File: config.mk
export PLATFORM = sky130hd
export DESIGN_NAME = fetch_stage
export DESIGN_NICKNAME = d
export VERILOG_FILES = /design/src/rtl/fetch_stage.sv
export SDC_FILE = /design/constraint.sdc
export NUM_CORES = 1
export LEC_CHECK = 0
export BUFFER_PORTS_ARGS = -buffer_cell sky130_fd_sc_hd__buf_2
export CAP_MARGIN = 25
export CORE_MARGIN = 2
export CORE_UTILIZATION = 30
export DETAILED_ROUTE_END_ITERATION = 16
export PLACE_DENSITY = 0.58
export SLEW_MARGIN = 25
export SYNTH_ARGS = -nofsm -noshare
export SYNTH_HDL_FRONTEND = slang
export SYNTH_SLANG_ARGS = --single-unit
File: constraint.sdc
create_clock -name clk -period 5.2 [get_ports clk]
set_input_delay 1.04 -clock clk [delete_from_list [all_inputs] [get_ports clk]]
set_output_delay 1.04 -clock clk [all_outputs]
set_load 0.01 [all_outputs]
File: src/rtl/fetch_stage.sv
// -----------------------------------------------------------------------------
// fetch_stage
//   Instruction fetch stage of the 3-stage RV32I pipeline. Owns the PC, issues
//   one instruction-memory request at a time (valid/ready request, valid-only
//   response), and drives the FD pipeline register consumed by decode and by
//   the forwarding/hazard logic. A taken branch (flush) redirects the PC,
//   squashes any in-flight fetch and writes a NOP bubble into FD.
//
// Ports
//   clk             in   rising-edge clock
//   rst_n           in   synchronous active-low reset
//   stall           in   decode cannot accept; FD holds
//   flush           in   branch taken; redirect to br_target
//   br_target       in   redirect address (bits [1:0] forced to 0)
//   imem_req_valid  out  fetch request valid
//   imem_req_ready  in   imem accepts request this cycle
//   imem_addr       out  fetch address (current pc)
//   imem_rsp_valid  in   instruction returned this cycle
//   imem_rsp_data   in   returned instruction
//   ir_FD           out  instruction in FD register
//   pc_FD           out  pc of ir_FD
//   valid_FD        out  ir_FD is a real instruction (0 = bubble)
// -----------------------------------------------------------------------------
module fetch_stage #(
   parameter int unsigned      Width    = 32,
   parameter logic [Width-1:0] RESET_PC = 32'h0000_0000,
   parameter logic [Width-1:0] NOP      = 32'h0000_0013
) (
   input  logic             clk,
   input  logic             rst_n,
   input  logic             stall,
   input  logic             flush,
   input  logic [Width-1:0] br_target,
   output logic             imem_req_valid,
   input  logic             imem_req_ready,
   output logic [Width-1:0] imem_addr,
   input  logic             imem_rsp_valid,
   input  logic [Width-1:0] imem_rsp_data,
   output logic [Width-1:0] ir_FD,
   output logic [Width-1:0] pc_FD,
   output logic             valid_FD
);

   // REQ : request on the bus          WAIT: accepted, awaiting response
   // HOLD: response parked (stalled)   DROP: squashed fetch still in flight
   typedef enum logic [1:0] {S_REQ, S_WAIT, S_HOLD, S_DROP} state_t;

   state_t           r_state;
   state_t           w_state_nx;
   logic [Width-1:0] r_pc;
   logic [Width-1:0] w_pc_nx;
   logic [Width-1:0] r_hold;
   logic [Width-1:0] r_ir_fd;
   logic [Width-1:0] r_pc_fd;
   logic             r_valid_fd;

   logic             w_hs;
   logic             w_deliver;
   logic             w_hold_ld;
   logic [Width-1:0] w_dlv_ir;
   logic [Width-1:0] w_br;
   logic [Width-1:0] w_pc_inc;

   // Word-align the redirect target by masking the low two bits.
   assign w_br     = br_target & ~Width'(3);
   assign w_pc_inc = r_pc + Width'(4);

   // The request is suppressed during reset so imem never sees a stale fetch.
   assign imem_req_valid = (r_state == S_REQ) && rst_n;
   assign imem_addr      = r_pc;
   assign w_hs           = imem_req_valid && imem_req_ready;

   always_comb begin
      w_state_nx = r_state;
      w_pc_nx    = r_pc;
      w_deliver  = 1'b0;
      w_hold_ld  = 1'b0;
      w_dlv_ir   = r_hold;
      case (r_state)
         S_REQ: begin
            // A flush retargets the request; if the old address was already
            // accepted this cycle its response must be dropped.
            if (flush) begin
               w_pc_nx    = w_br;
               w_state_nx = w_hs ? S_DROP : S_REQ;
            end else if (w_hs) begin
               w_state_nx = S_WAIT;
            end
         end
         S_WAIT: begin
            if (imem_rsp_valid) begin
               if (flush) begin
                  w_pc_nx    = w_br;
                  w_state_nx = S_REQ;
               end else if (!stall) begin
                  w_deliver  = 1'b1;
                  w_dlv_ir   = imem_rsp_data;
                  w_pc_nx    = w_pc_inc;
                  w_state_nx = S_REQ;
               end else begin
                  w_hold_ld  = 1'b1;
                  w_state_nx = S_HOLD;
               end
            end else if (flush) begin
               w_pc_nx    = w_br;
               w_state_nx = S_DROP;
            end
         end
         S_HOLD: begin
            if (flush) begin
               w_pc_nx    = w_br;
               w_state_nx = S_REQ;
            end else if (!stall) begin
               w_deliver  = 1'b1;
               w_dlv_ir   = r_hold;
               w_pc_nx    = w_pc_inc;
               w_state_nx = S_REQ;
            end
         end
         S_DROP: begin
            if (flush) begin
               w_pc_nx = w_br;
            end
            if (imem_rsp_valid) begin
               w_state_nx = S_REQ;
            end
         end
         default: w_state_nx = S_REQ;
      endcase
   end

   always_ff @(posedge clk) begin
      if (!rst_n) begin
         r_state    <= S_REQ;
         r_pc       <= RESET_PC;
         r_ir_fd    <= NOP;
         r_pc_fd    <= '0;
         r_valid_fd <= 1'b0;
      end else begin
         r_state <= w_state_nx;
         r_pc    <= w_pc_nx;
         // FD priority: flush > stall > delivered instruction > bubble.
         if (flush) begin
            r_ir_fd    <= NOP;
            r_pc_fd    <= '0;
            r_valid_fd <= 1'b0;
         end else if (!stall) begin
            if (w_deliver) begin
               r_ir_fd    <= w_dlv_ir;
               r_pc_fd    <= r_pc;
               r_valid_fd <= 1'b1;
            end else begin
               r_ir_fd    <= NOP;
               r_valid_fd <= 1'b0;
            end
         end
      end
   end

   // Hold buffer is qualified by the HOLD state, so its contents need no reset.
   always_ff @(posedge clk) begin
      if (w_hold_ld) begin
         r_hold <= imem_rsp_data;
      end
   end

   assign ir_FD    = r_ir_fd;
   assign pc_FD    = r_pc_fd;
   assign valid_FD = r_valid_fd;

endmodule

* Word level (Yosys, flattened, before mapping)
Index checks and enable logic that the tools add are counted.
** Cells by class
- Add/subtract/negate cells :: 1
- Equality and inequality tests :: 7
- Multiplexer cells :: 28
- Bitwise logic cells :: 2
- Reductions and logical operators :: 7
** Operators with widths (number)
- 32-bit two-way mux :: 7
- 32-bit case mux with 3 select lines :: 1
- 32-bit by 3-bit adder with 32-bit output (second input constant) :: 1
- 2-bit two-way mux :: 10
- 3-bit != test (second input constant) :: 3
- 1-bit two-way mux :: 8
- 2-bit case mux with 4 select lines :: 1
- 2-bit equality test (second input constant) :: 2
- 4-bit AND reduction :: 1
- 2-bit OR reduction :: 2
- 2-bit by 1-bit equality test with 1-bit output (second input constant) :: 1
- 1-bit logical AND :: 2
- 2-bit logical NOT :: 1
- 2-bit != test (second input constant) :: 1
- 1-bit inverter :: 2
- 1-bit case mux with 2 select lines :: 1
- 2-bit AND reduction :: 1
** Word-level totals
- Bits in registers :: 131
- Input bits :: 70

* Depth between registers and ports, before layout
Gate-level depths: netlist (run 1).
- Depth after elaboration :: 6
- Depth in mapped cells :: 10
- Mapped depth without buffers :: 7

* Worst setup path before layout (run 1)
Ideal clock, no wire load.
- Path kind :: input -> register
- Start point :: in flush
- End point :: reg r_hold[0] (enable)
- Setup time :: 0.461 ns
- Arrival time :: 3.699 ns
- Required time :: 4.739 ns
- Path slack :: 1.040 ns
- Stages on the path :: 3
- Path buffers :: 2
- Cells stage by stage :: clkbuf_1 > buf_1 > nor3_1
** On the way
- Word-level cells in the longest chain between the ends :: 3
** RTL lines
- start, declared :: RTL line 32 : input logic flush,
- 1-bit two-way mux :: RTL line 92 : if (flush) begin
- 1-bit two-way mux :: RTL line 91 : if (imem_rsp_valid) begin
- 1-bit two-way mux :: RTL line 79 : case (r_state)
- via w_hold_ld :: RTL line 59 : logic w_hold_ld;
- end signal, assigned :: RTL line 163 : r_hold <= imem_rsp_data;
- end, declared :: RTL line 52 : logic [Width-1:0] r_hold;
The timed path passes the listed nets, and every way through them passes these cells.
A chain may end at the register's enable or synchronous reset.

* Worst setup path in the final report (run 1)
- Start point :: reg r_state[1]
- End point :: reg r_ir_fd[1], in the netlist ir_FD[1]
** On the way
- Word-level cells in the longest chain between the ends :: 3
- Elaborated cells between the ends (all ways) :: 5
- Those cells by class :: eq/ne: 2; mux: 3
** RTL lines
- start, declared :: RTL line 48 : state_t r_state;
- start signal, assigned :: RTL line 140 : r_state <= w_state_nx;
- 2-bit equality test / 2-bit by 1-bit equality test with 1-bit output (equally long branches) :: RTL line 79
- 1-bit case mux with 2 select lines / 32-bit two-way mux (equally long branches)
- 32-bit two-way mux * :: RTL line 148 : if (w_deliver) begin
- end signal, assigned :: RTL line 149 : r_ir_fd <= w_dlv_ir;
- end, declared :: RTL line 53 : logic [Width-1:0] r_ir_fd;
Every way passes the cells marked *; elsewhere a longest branch is shown, timed or not.

==> flow_results.org, run 1 <==
** Floorplanning
- Area of the die :: 0.0202 sq mm
- Die X-Extent :: 142 microns
- Effective utilization at floorplan :: 30.6%
- Height of the die :: 142 microns
- Top-level port count :: 168
- Area of the core :: 0.0187 sq mm
- Row generation in the floorplan step produced 50 rows.

** Yosys
- Synthesized flop and latch total :: 131
- Count of synthesis-stage warnings from yosys :: 0
- By area, the combinational part of the netlist is dominated by simple AND/OR/NAND/NOR gates.
- Simple-gate share of the synthesized area :: 23.1%
- Share of synthesized area occupied by flip-flops and latches :: 51.3%
- Primary FF master, synth :: dfxtp_1
- The synthesized netlist devotes 0.917% of its cell area to XOR and XNOR gates.
- Post-synthesis compound-gate area fraction :: 18.6%
- Yosys mapped a number of flops with a built-in enable equal to 32.
- After Yosys synthesis, full adders, half adders and majority gates account for 1.31% of the synthesized area.
- Unique masters post-synth :: 60
- The portion of synthesized area spent on multiplexers is 1.09%.
- Syn Nets :: 747
- Synthesis produced a netlist whose cell count is 671.
- Summing every instance area after synthesis gives 0.00573 sq mm.
- In the synthesized netlist the async set-or-reset flop fraction comes to 0%.
- A synthesized cell averages 8.54 sq um.

** Critical path
- The worst setup path is captured at a flip-flop.
- Classification of the worst setup path :: flip-flop to flip-flop
- STA puts the critical path data required time at 5.51 ns.
- The worst setup path is launched from a flip-flop.
- Signal arrival time at the worst endpoint :: 3.18 ns
- CP Max Fanout :: 19

** Clock tree
- Number of cells upsized or downsized after cts :: 0
- Clock transition at the registers of the reported paths :: 0.06 ns
- TritonCTS clock tree :: yes
- The clock net in this run drives a total of 131 sinks.
- Quantity of hold-fixing buffers added after cts :: 0
- In this run the post-CTS setup repair buffer count came out at 0.
- At the later pin of the worst-skew pair, clock insertion delay measures 0.42 ns.
- The H-tree was split into 4 levels.
- Counting along the longest clock path gives a buffer depth of 2.
- The tree is rooted in a clkbuf_16.
- Number of clock buffers inserted by TritonCTS :: 17

** Timing
- Tmin final :: 2.88 ns
- Period utilization :: 55.4%
- Worst-case clock skew :: 0.00768 ns
- Headroom to the max-slew limit came out at 34.2%.
- Setup repair after global routing missed its margin :: no
- At the pin with the least slew margin, the transition time is 0.960 ns.
- Setup TNS :: 0 ns
- Setup Viol. Count Final :: 0
- The count of final max-slew check failures is 0.
- Hold Violations, Final :: 0
- Maximum clock frequency :: 0.347 GHz

** Power and ir drop
- In this run, the clock network consumes 42.9% of the power.
- For this design the static power due to leakage is 0.00298 uW.
- Combinational logic is responsible for 16.8% of the overall power.
- IR analysis of the VDD net gives a maximum drop of 0.260 mV.
- Power comes to 2920 uW.
- In this run the power density over the cells is 396 mW/mm^2.
- Sequential share of power :: 40.4%
- Share of total power consumed by net switching :: 30.9%
- Internal power component :: 2020 uW
- Switching power :: 901 uW

** Worst hold path
- Min-Delay Path Class :: flip-flop to flip-flop

** Final layout
- The repair_antennas step left the layout with diodes totalling 0.
- Most common cell after layout, fill and taps aside :: nand2_1
- Of the cells placed in the final design, the portion with a size suffix greater than 1 is 26.1%.
- In the layout the commonest cells are nand2_1 (171), buf_2 (165), a21oi_1 (103).
- Compared with the post-synthesis result, the final layout area differs by 28.3%.
- Final-stage net count :: 894

** Outcome
- Result of the run :: finished, final reports clean

** Route
- In the final routed layout, each cell accounts on average for 16.5 microns.
- Vias per std cell :: 5.05
- Number of routed nets with antenna violations :: 0
- After detailed routing, the total wire length is 17.6 mm.
- For this run, design rule violations remaining after detail routing come to 0.
- Total number of vias :: 5381
- Before antenna repair, the detailed router went through 5 iterations.
- Number of design-rule violations left by the first detailed-router iteration :: 267

** Global routing
- The number of global-route vias before repair came to 5120.
- The initial antenna violation count came to 0.
- Tot GR Track Use :: 17.5%
- Wire length of the first global-routing pass :: 27.5 mm
- For this run the aggregate overflow at the end of global routing stands at 0.
- Maximum number of pins on one net before global-route repair :: 63

** Flow run
- The tool flagged a number of max-cap violations equal to 0.

** Placement
- Gp weighted congestion :: 0.775
- Detailed placement finished with a half-perimeter wire length of 11.6 mm.
- The count of buffers added on input and output ports is 165.
-- power groups by stage --
stage	clock [uW]	combinational, uW	sequential, uW
final	1250	489	1180
after global placement	0	488	1200
after CTS	1280	494	1180
after global routing	1320	542	1190
after detailed placement	0	491	1200
after floorplan	0	293	1190
-- flip-flops by register name, summed over array words and instances, names as in the netlist --
register and cells:
r_state 2, valid_FD 1, pc_FD 32, r_hold 32, ir_FD 32, imem_addr 32
-- logic make-up after synthesis --
kind of cell,Yosys count
and+or+nand+nor,292
adders and majority gates,6
DFF,131
AOI/OAI and AO/OA,178
xor gates and xnor gates,6
muxes,6
buffers and inverters,52
-- cells in the mapped netlist, drive strengths merged, types with 2 or more instances --
cell type / number / share of area [%]
nand4: 8 / 0.87
o31ai: 2 / 0.26
dfxtp: 99 / 35
and4b: 2 / 0.35
mux2: 2 / 0.39
nand2: 171 / 11
buf: 6 / 0.61
nand3: 18 / 1.6
edfxtp: 32 / 17
o311ai: 3 / 0.46
a31oi: 3 / 0.33
and3: 7 / 0.76
clkbuf: 39 / 2.6
o2111a: 2 / 0.39
o21ai: 24 / 2.1
a22oi: 4 / 0.52
a211oi: 4 / 0.52
o211a: 3 / 0.52
nor2: 52 / 3.4
inv: 7 / 0.46
a221o: 2 / 0.35
and2: 2 / 0.22
or3: 2 / 0.22
mux2i: 4 / 0.70
and4: 3 / 0.46
o41ai: 2 / 0.31
nor2b: 4 / 0.44
a41oi: 3 / 0.46
ha: 6 / 1.3
a21oi: 103 / 9.0
o211ai: 6 / 0.79
xnor2: 6 / 0.92
nor3: 8 / 0.70
nor4: 7 / 1.8
a22o: 5 / 0.76
or4: 3 / 0.46
-- critical path: stages (launching register included) --
cell	delay (ns)
dfxtp_1	0.34
inv_1	0.11
ha_1	0.35
and2_1	0.69
o211a_1	0.64
buf_4	0.37
nand3_1	0.10
o21ai_0	0.08
nand2_1	0.07
-- metal layers --
| layer | routed length (microns) | vias to the layer above | share of wire, % | global-route usage [%] |
|---|---|---|---|---|
| li1 | - | 2671 | - | - |
| met1 | 8040 | 2519 | 46 | 23.1 |
| met2 | 8150 | 174 | 46 | 28.1 |
| met3 | 1130 | 17 | 6.4 | 3.90 |
| met4 | 252 | 0 | 1.4 | 6.58 |
| met5 | 0 | - | 0 | 0 |
-- final timing paths --
check / from / endpoint / slack (ns) / cells after the start
max: r_state[1] / ir_FD[1] / 2.32 / 8
min: pc_FD[27] / pc_FD[27] / 0.45 / 2
max reg2reg: r_state[1] / ir_FD[1] / 2.32 / 8
min reg2reg: pc_FD[27] / pc_FD[27] / 0.45 / 2
-- layout make-up --
type / count / area, sq um
fill: 1947 / 11400
inverter: 7 / 26.3
multi-input combinational: 488 / 2590
timing repair buffer: 173 / 886
clock inverter: 14 / 168
sequential: 131 / 2940
tap: 234 / 293
clock buffer: 18 / 450
-- through the flow --
stage | hold slack, ns | setup WS, ns | cells | area [sq um] | util [%]
after floorplan | 0.481 | 1.04 | 671 | 5730 | -
after global placement | 0.441 | 1.93 | 1033 | 6740 | 36.0
after detailed placement | 0.445 | 1.94 | 1033 | 6740 | 36.0
after CTS | 0.453 | 2.32 | 1065 | 7350 | 39.3
after global routing | 0.473 | 2.05 | 1065 | 7350 | 39.3
final | 0.450 | 2.32 | 1065 | 7350 | 39.3
No activity file was read; power rests on OpenSTA's default activity.
==> run 2, diff against run 1 <==
--- a/config.mk
+++ b/config.mk
@@ -10,7 +10,7 @@
 export CORE_MARGIN = 2
 export CORE_UTILIZATION = 30
 export DETAILED_ROUTE_END_ITERATION = 16
-export PLACE_DENSITY = 0.58
+export PLACE_DENSITY = 0.6
 export SLEW_MARGIN = 25
 export SYNTH_ARGS = -nofsm -noshare
 export SYNTH_HDL_FRONTEND = slang
==> constraint.sdc (replaced) <==
create_clock -name clk -period 2.3 [get_ports clk]
set_input_delay 0.46 -clock clk [delete_from_list [all_inputs] [get_ports clk]]
set_output_delay 0.46 -clock clk [all_outputs]
set_load 0.01 [all_outputs]
==> run 2 against run 1 <==
Against the previous run: combinational power rose to 2.6 times the previous value; first-iteration DRC count up 32%; clock power up 120%; critical endpoint is now imem_addr[16]; highest routed layer unchanged; register-to-register slack worse by 2.2 ns; die area unchanged; routed wire length up 4.2%; critical path type unchanged.
==> flow_results.org, run 2 (synthesis gave the netlist of run 1 again) <==
** Timing
- The highest clock frequency the design can meet was 0.463 GHz (+33%).
- Tmin final :: 2.16 ns (-0.717 ns)
- The final count of negative-setup-slack endpoints is 0 (unchanged).
- Setup TNS :: 0 ns (unchanged)
- Worst-case clock skew :: 0.00874 ns (+0.00106 ns)
- Relative slew slack :: 63.7% (+30 points)
- The count of final max-slew check failures was 0 (unchanged).
- Setup repair after global routing missed its margin :: no
- Worst-Margin Slew :: 0.542 ns (-0.418 ns)
- The final count of hold timing violations is 0 (unchanged).
- Period utilization :: 94.0% (+39 points)

** Clock tree
- The number of buffers created by CTS is 17 (unchanged).
- Number of cells upsized or downsized after cts :: 0 (unchanged)
- The tree is rooted in a clkbuf_16.
- Buffer levels on the longest clock path :: 2 (unchanged)
- TritonCTS clock tree :: yes
- Clock transition at the registers of the reported paths :: 0.06 ns (about the same)
- The number of buffers inserted for hold repair after clock tree synthesis came to 0 (unchanged).
- The clock latency on the worst-skew pair came to 0.42 ns (about the same).
- H-tree depth :: 4 (unchanged)
- CTS sink cnt :: 131 (unchanged)
- The post-CTS repair timing setup buffer count is 0 (unchanged).

** Final layout
- Layout Area Growth over Synthesis :: 33.1%
- Number of cells in the finished layout apart from fillers :: 1098 (+3.1%)
- The number of nets in the layout was 927 (+3.7%).
- In the layout the commonest cells are nand2_1 (171), buf_2 (165), a21oi_1 (103).
- Number of antenna repair diodes :: 0 (unchanged)
- Leaving out fill and tap cells, the most frequent cell in the layout is nand2_1.
- Layout cell share with drive strength beyond 1 :: 28.7% (+2.6 points)

** Critical path
- The worst endpoint data arrival time was 2.47 ns (-0.71 ns).
- The worst-case reg-to-reg path depth came to 7 (-1).
- The startpoint identified for the worst register-to-register timing path is r_state[0].
- STA classifies the critical path endpoint as a flip-flop.
- Required time of the critical path :: 2.61 ns (-2.90 ns)
- The critical path is of the flip-flop to flip-flop type.
- The worst setup path is launched from a flip-flop.
- CP Launch Point :: r_state[0]
- The register-to-register setup slack is 0.14 ns (-2.18 ns).
- The worst register-to-register path ends at imem_addr[16].
- CP Max Fanout :: 7 (-12)

** Floorplanning
- Die X-Extent :: 142 microns (unchanged)
- Top-level port count :: 168 (unchanged)
- Area of the die :: 0.0202 sq mm (unchanged)
- The initial core utilization is 30.6% (unchanged).
- Height of the die :: 142 microns (unchanged)
- The row count is 50 (unchanged).
- Area of the core :: 0.0187 sq mm (unchanged)

** Global routing
- Maximum number of pins on one net before global-route repair :: 39 (-38%)
- GR peak layer :: met2
- Number of global-route vias before repair :: 5433 (+6.1%)
- Met2 global-route usage :: 30.1% (+2.0 points)
- Met3 routing resource usage after global routing :: 4.88% (+0.98 points)
- Wire length of the first global-routing pass :: 28.7 mm (+4.1%)
- The initial antenna violation count came to 0 (unchanged).
- The overall fraction of global-route tracks in use came to 18.1% (+0.65 points).
- Fraction of met1 tracks used by global routing :: 23.0% (-0.082 points)
- Remaining global-route overflow :: 0 (unchanged)

** Placement
- The global placer's final weighted congestion was 0.850 (+9.7%).
- The HPWL reported at the end of detailed placement is 12.5 mm (+7.6%).
- Total of buffers placed on input and output ports :: 165 (unchanged)
- Number of cells in the design after placement :: 1066 (+3.2%)

** Route
- The wire length per cell was 16.7 microns (+1.0%).
- Number of design-rule violations left by the first detailed-router iteration :: 352 (+32%)
- Vias per std cell :: 5.11 (+1.1%)
- Post-detailed-routing wire length :: 18.3 mm (+4.2%)
- The number of antenna-violating nets in the routed design is 0 (unchanged).
- Detailed-routing iteration count for the pre-antenna-repair pass :: 5 (unchanged)
- DRC violation count after routing :: 0 (unchanged)
- The count of vias placed by the detailed router came to 5611 (+4.3%).

** Flow run
- Reported max-cap violation count :: 0 (unchanged)

** Worst hold path
- Min-Delay Path Class :: input port to flip-flop
- The number of cells on the worst hold path is 1 (-1).
- Startpoint of the tightest hold check path :: imem_rsp_data[5]
- For hold timing, the worst endpoint is r_hold[5].

** Outcome
- Result of the run :: finished, final reports clean

** Power and ir drop
- The worst IR drop on VDD is 0.489 mV (+88%).
- The leakage power figure came to 0.00316 uW (+6.0%).
- Power density over the cells :: 876 mW/mm^2 (+120%)
run 2: changes by cell type in the layout (fill, tap and decap cells not counted), sizes merged:
cell,before,now
inv,13,12
clkinv,2,4
clkinvlp,4,2
bufinv,2,3
buf,173,206
run 2: routing by layer:
layer | wire length, microns | vias to the layer above
met5 | 0 | -
met4 | 280 | 0
met3 | 1290 | 22
met2 | 8440 | 213
met1 | 8300 | 2637
li1 | - | 2739
run 2: how the worst max path moves through the flow:
stage	to	slack [ns]	cells after the start
finish	imem_addr[16]	0.14	7
global route	imem_addr[23]	0.02	5
detailed placement	imem_addr[29]	0.09	6
CTS	imem_addr[16]	0.14	7
floorplan	r_hold[0]	0.02	6
global placement	imem_addr[29]	0.09	6
run 2: power by group:
group          internal (uW)  switching, uW  leakage [uW]  total (uW)
registers               2480            146       0.00109        2630
clock network           1720           1070      0.000290        2790
logic                    490            783       0.00178        1270
total                   4690           2000       0.00316        6690
run 2: stage by stage:
| stage | total power [uW] | setup slack [ns] | utilization [%] | hold WS, ns | instance area, sq um |
|---|---|---|---|---|---|
| floorplan | 3360 | 0.0205 | - | 0.481 | 5740 |
| global placement | 3930 | 0.0864 | 37.6 | 0.441 | 7030 |
| detailed placement | 3940 | 0.0936 | 37.6 | 0.446 | 7030 |
| CTS | 6750 | 0.135 | 40.8 | 0.214 | 7630 |
| global route | 6990 | 0.0225 | 40.8 | 0.213 | 7630 |
| finish | 6690 | 0.139 | 40.8 | 0.230 | 7630 |
run 2: final cells by class:
type                    count  area (sq um)
well taps                 234           293
clock buffers              18           429
multi-input cells         488          2590
inverters                   7          26.3
repair buffers            206          1170
fillers                  1898         11100
flip-flops and latches    131          2940
clock inverters            14           175
run 2: worst max-delay path: stages (launching register included):
cell and delay, ns:
dfxtp_1 0.37, inv_1 0.10, ha_1 0.37, or3b_2 0.47
and3_1 0.30, buf_4 0.21, a22oi_1 0.14, o21ai_0 0.10
==> run 3, diff against run 2 <==
--- a/config.mk
+++ b/config.mk
@@ -5,12 +5,13 @@
 export SDC_FILE = /design/constraint.sdc
 export NUM_CORES = 1
 export LEC_CHECK = 0
+export ABC_AREA = 1
 export BUFFER_PORTS_ARGS = -buffer_cell sky130_fd_sc_hd__buf_2
 export CAP_MARGIN = 25
 export CORE_MARGIN = 2
 export CORE_UTILIZATION = 30
 export DETAILED_ROUTE_END_ITERATION = 16
-export PLACE_DENSITY = 0.6
+export PLACE_DENSITY = 0.59
 export SLEW_MARGIN = 25
 export SYNTH_ARGS = -nofsm -noshare
 export SYNTH_HDL_FRONTEND = slang
==> run 3 against run 2 <==
Against the previous run: register-to-register slack gained 0.17 ns; combinational power grew 13%; sequential power grew 4%; hold slack is essentially flat; via count grew 14%; die area grew 10%; worst setup slack gained 0.17 ns; total power shrank 0.26%; highest routed layer unchanged.
==> flow_results.org, run 3 <==
** Final layout
- Layout Area Growth over Synthesis :: 25.9%
- Most common cell after layout, fill and taps aside :: nand2_1
- Layout filler cell count :: 2255 (+19%)
- The number of nets in the layout was 1135 (+22%).
- Final cell utilization of the core :: 38.3% (-2.6 points)
- Top library cells by usage in the layout, fill and taps aside :: nand2_1 (359), buf_2 (165), dfxtp_1 (99)
- The share of post-route cells with drive strength above 1 came to 21.1% (-7.6 points).
- Number of antenna repair diodes :: 0 (unchanged)

** Worst hold path
- The number of cells on the worst hold path came to 1 (unchanged).
- In this run the most critical hold path is launched from imem_rsp_data[20].
- The worst hold path belongs to the class input port to flip-flop.
- The worst hold path terminates at r_hold[20].

** Yosys
- The number of storage elements in the synthesis netlist is 131 (unchanged).
- Dominant cell type by area after synthesis :: dfxtp_1
- The per-instance average area after synthesis is 7.03 sq um (-18%).
- The number of warnings issued by yosys came to 0 (unchanged).
- Syn Nets :: 979 (+31%)
- Unique masters post-synth :: 35 (-42%)
- EDFF count, synth :: 32 (unchanged)
- Gate count of the mapped netlist :: 903 (+35%)
- Ranked by instance count, the synthesized netlist is headed by nand2_1 (359), dfxtp_1 (99), a21oi_1 (97).
- Async S/R FF share, synth :: 0% (unchanged)
- Share of synthesized area occupied by flip-flops and latches :: 46.4% (-5.0 points)
- Area share of the largest cell type after synthesis :: 31.2% (-3.3 points)
- Mapped Area :: 0.00635 sq mm (+11%)
- Yosys attributes the largest share of cell area to dfxtp_1 (31%), nand2_1 (21%), edfxtp_1 (15%).
- Primary FF master, synth :: dfxtp_1
- Count leader, synth :: nand2_1

** Power and ir drop
- The leakage power figure was 0.00348 uW (+10%).
- The worst IR drop on VDD is 0.518 mV (+5.9%).
- Power density over the cells :: 835 mW/mm^2 (-4.7%)

** Route
- Vias per std cell :: 4.76 (-6.8%)
- The number of antenna-violating nets in the routed design came to 0 (unchanged).
- Post-detailed-routing wire length :: 20.5 mm (+12%)
- Number of design-rule violations left by the first detailed-router iteration :: 524 (+49%)
- Total number of vias :: 6418 (+14%)
- The wire length per cell is 15.2 microns (-8.7%).
- Detailed-routing iteration count for the pre-antenna-repair pass :: 9 (+4)
- The number of remaining DRC errors is 0 (unchanged).

** Clock tree
- Worst skew pair latency :: 0.42 ns (about the same)
- The number of clock sinks seen by CTS is 131 (unchanged).
- The root buffer cell chosen for the clock tree is clkbuf_16.
- Buffer levels on the longest clock path :: 2 (unchanged)
- Quantity of hold-fixing buffers added after cts :: 0 (unchanged)
- The post-CTS repair timing setup buffer count came to 0 (unchanged).
- The clock-pin slew on the worst setup and hold paths came to 0.06 ns (about the same).
- H-tree depth :: 4 (unchanged)
- TritonCTS clock tree :: yes
- Number of clock buffers inserted by TritonCTS :: 17 (unchanged)

** Timing
- The count of final max-slew check failures came to 0 (unchanged).
- Setup repair after global routing left no endpoint under its margin.
- Tmin final :: 1.99 ns (-0.166 ns)
- The setup TNS after final layout is 0 ns (unchanged).
- The final count of negative-setup-slack endpoints is 0 (unchanged).
- The ratio of final minimum period to clock period came to 86.7% (-7.2 points).
- Relative slew slack :: 58.9% (-4.9 points)
- Worst-case clock skew :: 0.00695 ns (-0.00179 ns)
- Worst-Margin Slew :: 0.614 ns (+0.0725 ns)
- Maximum clock frequency :: 0.501 GHz (+8.3%)
- The final count of hold timing violations came to 0 (unchanged).

** Critical path
- Worst path cell trace :: inv_1, ha_1, nand2_2, o21ai_1, inv_2, o21ai_0, a21oi_1
- Type of destination of the critical path :: flip-flop
- CP max stage cell :: inv_2
- CP Max Fanout :: 26 (+19)
- The worst endpoint data arrival time was 2.34 ns (-0.13 ns).
- Combined buffer and inverter count along the critical path :: 2 (unchanged)
- Startpoint type of the worst setup path :: flip-flop
- The stage delay of the slowest cell on the critical path is 0.48 ns (about the same).
- Cell count of the worst reg-to-reg path :: 7 (unchanged)
- End of the worst register-to-register path :: imem_addr[3]
- Setup slack, reg-to-reg :: 0.31 ns (+0.17 ns)
- Crit-path leading delay family :: buffers and inverters
- Classification of the worst setup path :: flip-flop to flip-flop
- Required time of the critical path :: 2.65 ns (+0.04 ns)
- RR Startpoint :: r_state[1]

** Global routing
- Remaining global-route overflow :: 0 (unchanged)
- Initial antenna violation count :: 0 (unchanged)
- The first-pass GRT wire length was 31.9 mm (+11%).
- Maximum number of pins on one net before global-route repair :: 62 (+59%)
- GR peak layer :: met2
- The met2 track utilization from global routing is 28.2% (-1.9 points).
- Number of global-route vias before repair :: 5907 (+8.7%)
- Fraction of met1 tracks used by global routing :: 25.0% (+2.0 points)
- Met3 routing resource usage after global routing :: 3.93% (-0.95 points)
- The overall fraction of global-route tracks in use was 18.3% (+0.11 points).

** Floorplanning
- The overall die height was 149 microns (+5.1%).
- Effective utilization at floorplan :: 30.4% (-0.26 points)
- The die outline area came to 0.0223 sq mm (+10%).
- Area of the core :: 0.0209 sq mm (+12%)
- The count of pins on the block boundary came to 168 (unchanged).
- The row count is 53 (+6.0%).
- Die X-Extent :: 149 microns (+5.1%)

** Placement
- Total of buffers placed on input and output ports :: 165 (unchanged)
- Gp weighted congestion :: 0.868 (+2.1%)
- Total half-perimeter wirelength after legalization and detailed placement :: 14.4 mm (+15%)

** Outcome
- Result of the run :: finished, final reports clean

** Flow run
- The max-capacitance violation count came to 0 (unchanged).
## run 3: kinds of logic after synthesis
kind of cell	count (synthesis)	synth area share, %
buf+inv	100	7.16
flops	131	46.4
simple gates	517	33.0
compound gates	149	12.3
fa+ha+maj	6	1.18
## run 3: report_power, final
part / internal, uW / switching (uW) / total (uW)
registers: 2510 / 228 / 2740
clock network: 1480 / 1020 / 2500
logic: 468 / 958 / 1430
total: 4460 / 2210 / 6670
## run 3: final cells by class
type                    instances  area (sq um)  share of cell area [%]
clock buffers                  22           444                    5.56
clock inverters                10          87.6                    1.10
inverters                      54           208                    2.60
multi-input cells             672          2970                    37.1
flip-flops and latches        131          2940                    36.8
well taps                     275           344                    4.31
repair buffers                183           998                    12.5
## run 3: per-stage QoR
stage	setup slack, ns	total power, uW	hold slack (ns)	instances	area, sq um
floorplan	0.322	3630	0.481	903	6350
global placement	0.224	4180	0.441	1315	7450
detailed placement	0.206	4200	0.442	1315	7450
CTS	0.187	6720	0.213	1347	7980
global route	0.0997	7020	0.214	1347	7990
finish	0.305	6670	0.230	1347	7990
## run 3: worst max path at each step
stage / from / endpoint / slack, ns / cells after the start
floorplan: r_state[1] / r_hold[0] / 0.32 / 5
global placement: r_state[1] / imem_addr[25] / 0.22 / 6
detailed placement: r_state[1] / imem_addr[25] / 0.21 / 6
CTS: r_state[1] / imem_addr[25] / 0.19 / 6
global route: r_state[1] / ir_FD[2] / 0.1 / 10
finish: r_state[1] / imem_addr[3] / 0.31 / 7
## run 3: worst reg2reg max path, delay by kind of cell (launching register included)
kind                     cells  cell delay (ns)
AO/OA/AOI/OAI                3             0.53
flip-flops                   1             0.37
buffers and inverters        2             0.58
AND/OR/NAND/NOR              1             0.17
adder cells (fa/ha/maj)      1             0.29
## run 3: timing repair
| item | 4_1_cts | 5_1_grt |
|---|---|---|
| hold endpoints to repair | 0 | 0 |
| setup endpoints to repair | 0 | 5 |
| gates resized for setup | 0 | 1 |
## run 3: metal layers
layer | up-vias | part of all wire, % | routed length (microns)
met1 | 2929 | 46 | 9530
met3 | 27 | 6.1 | 1250
met4 | 0 | 2.1 | 434
met5 | - | 0 | 0
li1 | 3256 | - | -
met2 | 206 | 45 | 9300
